==> src/rtl/wca_port_interface.sv <==
// Responder end of the port command/status interface: accepts {addr, cmd} and
// moves fixed-length blocks between the addressed port and two host-side FIFOs.
module wca_port_interface #(
    parameter int unsigned NBITS_ADDR = 2,
    parameter int unsigned WIDTH      = 16,
    parameter int unsigned BLOCK_LEN  = 4,
    parameter int unsigned FIFO_AW    = 3
) (
    input  logic                    clock,
    input  logic                    reset,
    input  logic [NBITS_ADDR+1:0]   pifCtrl,
    output logic [6:0]              pifStatus,
    output logic [NBITS_ADDR-1:0]   ioAddr,
    input  logic [WIDTH-1:0]        portDin,
    output logic [WIDTH-1:0]        portDout,
    input  logic                    hostRdEn,
    output logic [WIDTH-1:0]        hostRdData,
    output logic                    hostRdEmpty,
    input  logic                    hostWrEn,
    input  logic [WIDTH-1:0]        hostWrData,
    output logic                    hostWrFull
);

    localparam int unsigned CNT_W = $clog2(BLOCK_LEN + 1);
    localparam int unsigned PTR_W = FIFO_AW + 1;
    localparam int unsigned DEPTH = 1 << FIFO_AW;
    localparam logic [CNT_W-1:0] CNT_LAST = CNT_W'(BLOCK_LEN);

    localparam logic [2:0] S_IDLE  = 3'd0;
    localparam logic [2:0] S_RD    = 3'd1;
    localparam logic [2:0] S_WR    = 3'd2;
    localparam logic [2:0] S_FLUSH = 3'd3;
    localparam logic [2:0] S_DONE  = 3'd4;

    localparam logic [1:0] CMD_IDLE  = 2'b00;
    localparam logic [1:0] CMD_READ  = 2'b01;
    localparam logic [1:0] CMD_WRITE = 2'b10;

    logic [2:0]            state_q, state_d;
    logic                  armed_q, armed_d;
    logic [CNT_W-1:0]      cnt_q, cnt_d;
    logic [NBITS_ADDR-1:0] io_addr_q, io_addr_d;
    logic [PTR_W-1:0]      rd_wp_q, rd_wp_d, rd_rp_q, rd_rp_d;
    logic [PTR_W-1:0]      wr_wp_q, wr_wp_d, wr_rp_q, wr_rp_d;
    logic [WIDTH-1:0]      rd_mem [DEPTH];
    logic [WIDTH-1:0]      wr_mem [DEPTH];

    logic [1:0]            cmd;
    logic [NBITS_ADDR-1:0] addr;
    logic                  rd_empty, rd_full, wr_empty, wr_full;
    logic                  rd_push, rd_pop, wr_push, wr_pop, rd_room, flush;
    logic                  io_busy;
    logic [2:0]            io_state;

    assign cmd  = pifCtrl[1:0];
    assign addr = pifCtrl[NBITS_ADDR+1:2];

    assign rd_empty = (rd_wp_q == rd_rp_q);
    assign rd_full  = (rd_wp_q[FIFO_AW] != rd_rp_q[FIFO_AW]) &&
                      (rd_wp_q[FIFO_AW-1:0] == rd_rp_q[FIFO_AW-1:0]);
    assign wr_empty = (wr_wp_q == wr_rp_q);
    assign wr_full  = (wr_wp_q[FIFO_AW] != wr_rp_q[FIFO_AW]) &&
                      (wr_wp_q[FIFO_AW-1:0] == wr_rp_q[FIFO_AW-1:0]);

    // Host side is frozen during the flush cycle
    assign rd_pop  = hostRdEn && !rd_empty && (state_q != S_FLUSH);
    assign wr_push = hostWrEn && !wr_full && (state_q != S_FLUSH);
    assign rd_room = !rd_full || rd_pop;

    // Next-state and transfer control
    always_comb begin
        state_d   = state_q;
        armed_d   = armed_q;
        cnt_d     = cnt_q;
        io_addr_d = io_addr_q;
        rd_push   = 1'b0;
        wr_pop    = 1'b0;
        flush     = 1'b0;
        case (state_q)
            S_IDLE: begin
                if (cmd == CMD_IDLE) begin
                    armed_d = 1'b1;
                end else if (armed_q) begin
                    io_addr_d = addr;
                    cnt_d     = '0;
                    armed_d   = 1'b0;
                    if (cmd == CMD_READ)       state_d = S_RD;
                    else if (cmd == CMD_WRITE) state_d = S_WR;
                    else                       state_d = S_FLUSH;
                end
            end
            S_RD: begin
                if (rd_room) begin
                    rd_push = 1'b1;
                    cnt_d   = cnt_q + CNT_W'(1);
                    if (cnt_d == CNT_LAST) state_d = S_DONE;
                end
            end
            S_WR: begin
                if (!wr_empty) begin
                    wr_pop = 1'b1;
                    cnt_d  = cnt_q + CNT_W'(1);
                    if (cnt_d == CNT_LAST) state_d = S_DONE;
                end
            end
            S_FLUSH: begin
                flush   = 1'b1;
                state_d = S_DONE;
            end
            default: state_d = S_IDLE;
        endcase
    end

    always_comb begin
        rd_wp_d = flush ? '0 : (rd_push ? rd_wp_q + PTR_W'(1) : rd_wp_q);
        rd_rp_d = flush ? '0 : (rd_pop  ? rd_rp_q + PTR_W'(1) : rd_rp_q);
        wr_wp_d = flush ? '0 : (wr_push ? wr_wp_q + PTR_W'(1) : wr_wp_q);
        wr_rp_d = flush ? '0 : (wr_pop  ? wr_rp_q + PTR_W'(1) : wr_rp_q);
    end

    // Status decode from registered state and live FIFO flags
    always_comb begin
        io_busy  = 1'b0;
        io_state = 3'h0;
        case (state_q)
            S_RD: begin
                io_busy  = 1'b1;
                io_state = rd_room ? 3'h1 : 3'h3;
            end
            S_WR: begin
                io_busy  = 1'b1;
                io_state = wr_empty ? 3'h4 : 3'h2;
            end
            S_FLUSH: begin
                io_busy  = 1'b1;
                io_state = 3'h5;
            end
            default: ;
        endcase
    end

    always_ff @(posedge clock or posedge reset) begin
        if (reset) begin
            state_q   <= S_IDLE;
            armed_q   <= 1'b1;
            cnt_q     <= '0;
            io_addr_q <= '0;
            rd_wp_q   <= '0;
            rd_rp_q   <= '0;
            wr_wp_q   <= '0;
            wr_rp_q   <= '0;
        end else begin
            state_q   <= state_d;
            armed_q   <= armed_d;
            cnt_q     <= cnt_d;
            io_addr_q <= io_addr_d;
            rd_wp_q   <= rd_wp_d;
            rd_rp_q   <= rd_rp_d;
            wr_wp_q   <= wr_wp_d;
            wr_rp_q   <= wr_rp_d;
        end
    end

    // Storage arrays carry no reset; validity comes from the pointers
    always_ff @(posedge clock) begin
        if (rd_push) rd_mem[rd_wp_q[FIFO_AW-1:0]] <= portDin;
        if (wr_push) wr_mem[wr_wp_q[FIFO_AW-1:0]] <= hostWrData;
    end

    assign pifStatus   = {rd_full, wr_empty, io_busy, io_state, clock};
    assign ioAddr      = io_addr_q;
    assign portDout    = wr_mem[wr_rp_q[FIFO_AW-1:0]];
    assign hostRdData  = rd_mem[rd_rp_q[FIFO_AW-1:0]];
    assign hostRdEmpty = rd_empty;
    assign hostWrFull  = wr_full;

endmodule

==> config.mk <==
export PLATFORM = sky130hd
export DESIGN_NAME = wca_port_interface
export DESIGN_NICKNAME = d
export VERILOG_FILES = /design/src/rtl/wca_port_interface.sv
export SDC_FILE = /design/constraint.sdc
export NUM_CORES = 1
export LEC_CHECK = 0
export CORE_MARGIN = 8
export CORE_UTILIZATION = 45
export CTS_CLUSTER_DIAMETER = 100
export DETAILED_ROUTE_END_ITERATION = 12
export DONT_BUFFER_PORTS = 1
export SYNTH_ARGS = -nofsm -noshare
export SYNTH_HDL_FRONTEND = slang
export SYNTH_SLANG_ARGS = --single-unit
==> constraint.sdc <==
create_clock -name clock -period 4.1 [get_ports clock]
set_clock_uncertainty 0.15 [all_clocks]
set_input_delay 0.82 -clock clock [delete_from_list [all_inputs] [get_ports clock]]
set_output_delay 0.82 -clock clock [all_outputs]
set_load 0.02 [all_outputs]
Word-level counts from Yosys, hierarchy flattened
Memory sizes are Yosys's and may differ from the RTL's.
Index checks and enable logic that the tools add are counted.
{ "totals": {"register_bits": 25, "ramBits": 256, "input_bits": 40, "output_inout_bits": 43, "mem_count": 2} }
{ "mem_list": {"columns": ["memory", "depth", "width", "rd", "rd_ports_with_merged_regs", "wr", "line", "source"], "rows": [
  ["rd_mem", 8, 16, 1, 0, 1, "45", "logic [WIDTH-1:0] rd_mem [DEPTH];"],
  ["wr_mem", 8, 16, 1, 0, 1, "46", "logic [WIDTH-1:0] wr_mem [DEPTH];"]
]} }
{ "classes": {"add_sub_neg": 5, "n_eq_ne": 17, "n_mux": 35, "n_bitwise": 1, "n_reduce_logical": 21} }
{ "op_table": {"columns": ["op", "count"], "rows": [
  ["2-to-1 mux 4 bit", 8],
  ["2-to-1 mux 3 bit", 10],
  ["one-hot mux 3 bit (3 select lines)", 2],
  ["adder 4 x 1 -> 4 bit (second input constant)", 4],
  ["2-to-1 mux 1 bit", 12],
  ["one-hot mux 3 bit (4 select lines)", 1],
  ["equality test 4 bit", 2],
  ["inequality test 2 bit (second input constant)", 4],
  ["nonzero test 2 bit", 4],
  ["equality test 3 x 2 -> 1 bit (second input constant)", 2],
  ["equality test 3 bit", 2],
  ["logical AND 1 bit", 6],
  ["AND reduction 5 bit", 1],
  ["2-to-1 mux 2 bit", 2],
  ["AND reduction 4 bit", 1],
  ["adder 3 x 1 -> 3 bit (second input constant)", 1],
  ["equality test 3 x 1 -> 1 bit (second input constant)", 1],
  ["equality test 3 bit (second input constant)", 1],
  ["zero test 1 bit", 3],
  ["zero test 3 bit", 1],
  ["inequality test 3 x 2 -> 1 bit (second input constant)", 1],
  ["AND reduction 3 bit", 1],
  ["nonzero test 3 bit", 1],
  ["OR reduction 3 bit", 1],
  ["other kinds (6)", 7]
]} }

Logic depth before layout (Yosys ltp)
Gate-level depths: netlist (run 1).
{ "logic_depth": {"word_depth": 9, "ltp_mapped": 7, "mapped_depth_nobuf": 6} }

==> impl_metrics.json, run 1 <==
{
  "cp_num_buf_inv": 1,
  "ant_nets": 0,
  "fmaxAchievable_mhz": 289,
  "root_buffer": "clkbuf_16",
  "die_w_um": 174,
  "p_sw_uw": 2850,
  "cts_buffers": 30,
  "first_pass_iters": 4,
  "peakVddDrop_uv": 420,
  "async_flop_share_pct": 8.90,
  "path_max_fanout": 19,
  "netlist_area_um2": 11200,
  "yosysSeqAreaShare_pct": 74.2,
  "synth_cell_type_count": 45,
  "dr.first_iter.drc_count": 382,
  "antenna_found_initial": 0,
  "drv_cap": 0,
  "cp_slowest_cell": "dfrtp_2",
  "synthTopCellsByArea": "edfxtp_1 69%, mux4_2 13%, dfrtp_1 5.4%",
  "required_ps": 3130,
  "whs_ps": 184,
  "rsz0062_at_grt": "no",
  "cp.arrival_ps": 2490,
  "postLayoutCoreUtil_pct": 52.2,
  "syn_avg_cell_area_um2": 20.2,
  "max_stage_delay_ps": 800,
  "pwr-share-seq_pct": 41.2,
  "initial_core_util_pct": 45.9,
  "route.detailed.drc": 0,
  "synthesis.nets": 601,
  "drive_gt1_share_pct": 31.1,
  "clk_latency_ps": 550,
  "power_frac_clock_pct": 30.6,
  "cp-end-kind": "output pin",
  "outcome": "complete, no violations",
  "synth_top_cell_area_share_pct": 68.6,
  "area_delta_synth_final_pct": 13.6,
  "tightest_slew_ps": 971,
  "setup_viol": 0,
  "grt_first_pass_wirelength_mm": 32.8,
  "internal_power_uw": 6410,
  "ys_seq_elements": 281,
  "crit_type": "reg2out",
  "final_common_cell": "edfxtp_1",
  "fill_cells": 1937,
  "gp_congestion": 0.743,
  "crit_chain": "buf_12 > mux4_2 > mux2_2",
  "cts_tree": "yes",
  "switching_share_pct": 30.8,
  "hold_class": "in2reg",
  "rows": 57,
  "slew_headroom_pct": 35.2,
  "ios": 83,
  "wl_mm": 21.2,
  "dp_cells": 872,
  "hpwl_mm": 12.5,
  "comb_power_share_pct": 28.2,
  "via_count": 5145,
  "overflow": 0,
  "cts_hold_repair.buffers": 0,
  "synth_edf_count": 256,
  "io_buffer_count": 0,
  "cts.reportedPaths.clkPinSlew_ps": 60,
  "via_per_inst": 5.54,
  "grt_max_degree": 36,
  "cts_setup_buffers": 0,
  "power.leakage_uw": 0.00419,
  "grt_pass1_vias": 5424,
  "path_delay_family": "multiplexers",
  "layout_common_cells": "256 x edfxtp_1, 64 x mux4_2, 36 x mux2_2",
  "max-clock-path-buffers": 3,
  "cts.htree.levels": 1,
  "cts.sinks": 281,
  "timing.setup.tns_ps": 0,
  "synthFlopType": "edfxtp_1",
  "yosysTopAreaCell": "edfxtp_1",
  "fin_crit_ps": 3460,
  "syn_inst": 555,
  "antenna_cells": 0,
  "finalPower_uw": 9260,
  "power_density_nw_per_um2": 727,
  "slew_violations": 0,
  "post_drt_wl_per_cell_um": 22.8,
  "dieHeight_um": 174,
  "yosysWarnings": 0,
  "post_cts_resized": 0,
  "fin_cells": 928,
  "nets": 626,
  "period_share_pct": 84.5,
  "core_area_um2": 24400,
  "cp-start-kind": "flip-flop",
  "die-area_um2": 30200,
  "grt_usage_pct": 14.1,
  "hold_viol": 0
}
registers in the layout, summed over array words and instances, names as in the netlist:
signal,cells
rd_mem,128
wr_mem,128
rd_rp_q,4
rd_wp_q,4
wr_rp_q,4
wr_wp_q,4
cnt_q,3
state_q,3
ioAddr,2
armed_q,1
routing by layer:
metal,track usage (%),up-vias,part of all wire (%)
met1,18.3,2713,44
met2,22.8,123,48
met5,0,-,0
met3,4.36,33,6.8
li1,-,2276,-
met4,3.71,0,1.7
final timing paths:
check                      cells past startpoint        from  slack, ps           end
max                                            3  wr_rp_q[0]        640  portDout[13]
min                                            1  pifCtrl[0]        180       armed_q
max reg2reg                                    5  wr_rp_q[0]       1410  wr_mem[0][9]
min reg2reg                                    2     armed_q        330       armed_q
max in group asynchronous                      1       reset       2900    wr_rp_q[0]
min in group asynchronous                      1       reset        230     ioAddr[0]
kinds of logic (layout without fill, tap and decap cells):
| kind of cell | Yosys count | after routing | share of synthesized area, % |
|---|---|---|---|
| DFF | 281 | 281 | 74.2 |
| muxes | 103 | 103 | 16.7 |
| buffers and inverters | 39 | 88 | 1.79 |
| adders and majority gates | 6 | 6 | 0.670 |
| and+or+nand+nor | 81 | 81 | 3.65 |
| AOI/OAI and AO/OA | 27 | 27 | 1.48 |
| xor gates and xnor gates | 18 | 18 | 1.47 |
layout make-up:
cell class	instances	area, µm²	area share [%]
Sequential cell	281	8320	65.3
Multi-Input combinational cell	235	2710	21.3
Clock buffer	33	762	5.98
Tap cell	324	405	3.18
Clock inverter	23	309	2.43
Timing Repair Buffer	24	205	1.61
Inverter	8	30.0	0.236
per-stage QoR:
stage / area [µm²] / setup WS (ps)
2_1_floorplan: 11200 / 946
5_1_grt: 12700 / 476
3_5_place_dp: 11700 / 1080
4_1_cts: 12700 / 558
3_3_place_gp: 11700 / 1080
6_report: 12700 / 635
cell usage after synthesis, types with 2 or more instances:
master and instances:
mux2i_1 3, mux4_2 64, ha_1 6, buf_1 2
xnor2_1 8, nor3_1 6, nand2b_1 6, or2_1 2
or3_1 5, clkbuf_1 8, buf_6 2, nor2b_1 2
edfxtp_1 256, xor2_1 9, nand2_1 13, inv_1 8
buf_2 13, nand3_1 7, dfrtp_1 24, o21ai_0 8
buf_4 6, nor2_1 30, o21ai_1 3, a21oi_1 8
mux2_2 36
worst register-to-register path, cell delays in order (launching register included):
cell and delay [ps]:
dfrtp_2 800, xnor2_1 250, a41o_2 360, or3_4 370
nor3_2 110, buf_4 320
power by group through the flow:
stage	Combinational [µW]	Clock, µW	Sequential, µW
after global routing	2830	3020	3870
after global placement	2630	0	3860
after floorplan	2270	28.5	3700
final	2610	2830	3820
after CTS	2680	2910	3830
after detailed placement	2670	0	3890
No activity file was read; power rests on OpenSTA's default activity.
==> run 2: changes to the inputs <==
==> constraint.sdc (replaced) <==
create_clock -name clock -period 2.8 [get_ports clock]
set_clock_uncertainty 0.15 [all_clocks]
set_input_delay 0.56 -clock clock [delete_from_list [all_inputs] [get_ports clock]]
set_output_delay 0.56 -clock clock [all_outputs]
set_load 0.02 [all_outputs]
==> impl_metrics.json, run 2 (synthesis gave the netlist of run 1 again) <==
{
  "hold_class": "in2reg",
  "cp-start-kind": "flip-flop",
  "grt_first_pass_wirelength_mm": 34.3,
  "outcome": "complete, but fails checks",
  "crit_top_cell": "buf_12",
  "via_count": 5311,
  "grt_usage_pct": 14.5,
  "rsz0062_at_grt": "yes",
  "path_max_fanout": 8,
  "violations": "negative setup slack",
  "overflow": 0,
  "first_pass_iters": 6,
  "grt_max_degree": 36,
  "antenna_found_initial": 2,
  "max_stage_delay_ps": 510,
  "cts.htree.levels": 1,
  "max-clock-path-buffers": 3,
  "ios": 83,
  "hp-start": "pifCtrl[3]",
  "timing.setup.tns_ps": -103,
  "clk_latency_ps": 520,
  "cts.sinks": 281,
  "layout_common_cells": "256 x edfxtp_1, 64 x mux4_2, 35 x dlygate4sd3_1, 35 x buf_4, 30 x nor2_1",
  "peakVddDrop_uv": 603,
  "fin_ws_ps": -26.4,
  "dp_cells": 888,
  "tightest_slew_ps": 602,
  "cts_buffers": 28,
  "fin_crit_ps": 2830,
  "gp_congestion": 0.741,
  "power_density_nw_per_um2": 1030,
  "wl_mm": 21.8,
  "cts_tree": "yes",
  "hold_viol": 0,
  "setup_viol": 8,
  "final_common_cell": "edfxtp_1",
  "die-area_um2": 30200,
  "fin_cells": 984,
  "fmaxAchievable_mhz": 354,
  "cp.arrival_ps": 2120,
  "cp_slowest_cell": "mux4_2",
  "rows": 57,
  "required_ps": 2090,
  "ant_nets": 0,
  "via_per_inst": 5.40,
  "route.detailed.drc": 0,
  "cts.reportedPaths.clkPinSlew_ps": 60,
  "period_share_pct": 101,
  "power.leakage_uw": 0.00453,
  "io_buffer_count": 0,
  "whs_ps": 38.8,
  "crit_type": "reg2out",
  "post_drt_wl_per_cell_um": 22.2,
  "crit_chain": "buf_12 > buf_12 > mux4_2 > mux2_4",
  "drv_cap": 0,
  "grt_pass1_vias": 5810,
  "die_w_um": 174,
  "dr.first_iter.drc_count": 411,
  "finalPower_uw": 13800,
  "slew_headroom_pct": 59.7,
  "initial_core_util_pct": 45.9,
  "slew_violations": 0,
  "core_area_um2": 24400,
  "worstSetupStartpoint": "wr_rp_q[0]",
  "timing.rr.start": "wr_rp_q[0]",
  "root_buffer": "clkbuf_16",
  "nets": 683,
  "cp-end-kind": "output pin",
  "area_delta_synth_final_pct": 19.3,
  "dieHeight_um": 174,
  "drive_gt1_share_pct": 31.5,
  "hpwl_mm": 13.1
}
[run 2: power by group]
part	switching (µW)	total, µW	internal (µW)
combinational	2480	4730	2250
sequential	335	5510	5180
clock	1470	3530	2060
total	4280	13800	9490
[run 2: worst paths after layout]
path	endpoint	slack [ps]	cells after the start
worst max-delay path	portDout[1]	-30	4
worst min-delay path	ioAddr[1]	40	1
worst max register to register	wr_mem[4][15]	330	6
worst min register to register	cnt_q[0]	370	1
max in group asynchronous	wr_rp_q[0]	1820	3
min in group asynchronous	cnt_q[1]	390	3
[run 2: metal layers]
metal	track usage, %	routed length (µm)	vias to the layer above
li1	-	-	2398
met1	19.3	9720	2771
met2	24.0	10600	113
met3	3.49	1130	29
met4	3.24	397	0
met5	0	0	-
[run 2: per-stage QoR]
stage          util, %  worst slack (ps)  instance area, µm²
2_1_floorplan        -               135               11200
3_3_place_gp      48.6               409               11900
3_5_place_dp      48.6               389               11900
4_1_cts           54.7             -39.1               13300
5_1_grt           54.8             -80.2               13400
6_report          54.8             -26.4               13400
[run 2: area by class of cell]
| type | count | area, µm² |
|---|---|---|
| antenna | 2 | 5.00 |
| clock buffer | 34 | 744 |
| clock inverter | 17 | 131 |
| fill | 1859 | 11000 |
| inverter | 8 | 30.0 |
| multi-input combinational | 235 | 2870 |
| sequential | 281 | 8320 |
| tap | 324 | 405 |
| timing repair buffer | 83 | 870 |
[run 2: what timing repair did]
action | in CTS | in global routing
gates cloned | 2 | 0
hold endpoints to repair | 281 | 0
setup endpoints to repair | 31 | 33
setup buffers | 7 | 0
gates resized for setup | 34 | 9
pin swaps | 1 | 1
hold buffers | 35 | 0
[run 2: worst max-delay path: cells and delay by family, from the launching register on]
kind	cells	cell delay (ps)
flip-flops	1	480
buffers and inverters	2	280
multiplexers	2	840
==> run 3: changes to the inputs <==
--- a/config.mk
+++ b/config.mk
@@ -5,11 +5,12 @@
 export SDC_FILE = /design/constraint.sdc
 export NUM_CORES = 1
 export LEC_CHECK = 0
-export CORE_MARGIN = 8
+export CORE_MARGIN = 2
 export CORE_UTILIZATION = 45
 export CTS_CLUSTER_DIAMETER = 100
 export DETAILED_ROUTE_END_ITERATION = 12
 export DONT_BUFFER_PORTS = 1
+export RECOVER_POWER = 100
 export SYNTH_ARGS = -nofsm -noshare
 export SYNTH_HDL_FRONTEND = slang
 export SYNTH_SLANG_ARGS = --single-unit
==> impl_metrics.json, run 3 (synthesis gave the netlist of run 1 again) <==
{
  "period_share_pct": 102,
  "grt_usage_pct": 17.5,
  "via_per_inst": 5.52,
  "path_max_fanout": 8,
  "violations": "negative setup slack",
  "hpwl_mm": 12.0,
  "dr.first_iter.drc_count": 388,
  "route.detailed.drc": 0,
  "rows": 57,
  "rsz0062_at_grt": "yes",
  "cp_num_buf_inv": 2,
  "post_drt_wl_per_cell_um": 22.9,
  "slew_violations": 0,
  "outcome": "complete, but fails checks",
  "cp_slowest_cell": "mux4_2",
  "met1_usage_pct": 25.6,
  "die_w_um": 162,
  "nets": 684,
  "via_count": 5416,
  "rrSetupSlack_ps": 110,
  "power.leakage_uw": 0.00457,
  "peakVddDrop_uv": 506,
  "hold_viol": 0,
  "clk_latency_ps": 540,
  "core_area_um2": 24400,
  "cp.arrival_ps": 2150,
  "layout_common_cells": "256 x edfxtp_1, 64 x mux4_2, 35 x dlygate4sd3_1",
  "ios": 83,
  "overflow": 0,
  "grt_most_used_layer": "met2",
  "crit_chain": "buf_12 > buf_16 > mux4_2 > mux2_4",
  "fin_crit_ps": 2860,
  "tightest_slew_ps": 678,
  "dp_slack_ps": 454,
  "fill_cells": 1902,
  "hold_class": "in2reg",
  "slew_headroom_pct": 54.8,
  "fin_ws_ps": -57.6,
  "ant_nets": 0,
  "cts.reportedPaths.clkPinSlew_ps": 60,
  "wl_mm": 22.5,
  "max_stage_delay_ps": 510,
  "grt_max_degree": 36,
  "drive_gt1_share_pct": 30.4,
  "max-clock-path-buffers": 3,
  "postLayoutCoreUtil_pct": 55.0,
  "drv_cap": 0,
  "first_pass_iters": 4,
  "cts.sinks": 281,
  "cp-end-kind": "output pin",
  "path_delay_family": "multiplexers",
  "antenna_found_initial": 1,
  "finalPower_uw": 14300,
  "cp-start-kind": "flip-flop",
  "power_density_nw_per_um2": 1060,
  "dieHeight_um": 162,
  "root_buffer": "clkbuf_16",
  "grt_first_pass_wirelength_mm": 34.6,
  "setup_viol": 30,
  "use_met3_pct": 3.55,
  "cts_tree": "yes",
  "cts.htree.levels": 1,
  "fmaxAchievable_mhz": 350,
  "cts_buffers": 29,
  "gp_congestion": 0.780,
  "grt_pass1_vias": 5678,
  "io_buffer_count": 0,
  "initial_core_util_pct": 45.9,
  "die-area_um2": 26200,
  "use_met2_pct": 27.5,
  "required_ps": 2090,
  "crit_type": "reg2out",
  "area_delta_synth_final_pct": 19.7,
  "final_common_cell": "edfxtp_1"
}
run 3: cell types whose count changed in the layout (fill, tap and decap cells not counted), moves of 3 or more:
cell       change
buf_4         -19
buf_12         -3
mux2_4         +5
clkbuf_2      +10
buf_16         +3
clkinv_1       -3
clkbuf_1       +4
bufinv_16      +3
mux2_2         -5
buf_6          +3
run 3: what timing repair did:
action | CTS | global route
gates resized for setup | 47 | 7
pin swaps | 1 | 0
setup buffers | 11 | 2
hold buffers | 35 | 0
gates cloned | 7 | 1
hold endpoints to repair | 272 | 0
endpoints found under the setup margin | 33 | 36
run 3: final timing paths:
kind	from	endpoint	cells after the start
worst max-delay path	wr_rp_q[0]	portDout[8]	4
worst min-delay path	pifCtrl[2]	ioAddr[0]	1
worst max register to register	wr_rp_q[0]	wr_mem[6][15]	6
worst min register to register	cnt_q[1]	cnt_q[1]	2
max in group asynchronous	reset	wr_rp_q[0]	3
min in group asynchronous	reset	cnt_q[1]	2
run 3: per-stage QoR:
stage | instance area, µm² | setup TNS (ps) | hold slack, ps | instances
finish | 13400 | -1060 | 35.3 | 982
CTS | 13500 | -1650 | 9.32 | 980
global route | 13400 | -4470 | 7.21 | 981
floorplan | 11200 | 0 | 299 | 555
detailed placement | 11700 | 0 | 315 | 878
global placement | 11700 | 0 | 311 | 878
run 3: where the power goes:
group          internal (µW)  total (µW)  switching [µW]
Sequential              5180        5530             350
Combinational           2370        4880            2510
Clock                   2340        3850            1510
run 3: layer usage:
metal | share of wire, % | vias up
li1 | - | 2397
met1 | 45 | 2853
met2 | 47 | 130
met3 | 5.6 | 36
met4 | 1.6 | 0
met5 | 0 | -
run 3: final cells by class:
class                      instances  area [µm²]  area share, %
clock inverter                    17         206           1.54
clock buffer                      33         741           5.52
sequential                       281        8320           62.0
multi-input combinational        235        2850           21.3
timing repair buffer              83         857           6.39
antenna                            1        2.50         0.0187
tap                              324         405           3.02
inverter                           8        30.0          0.224
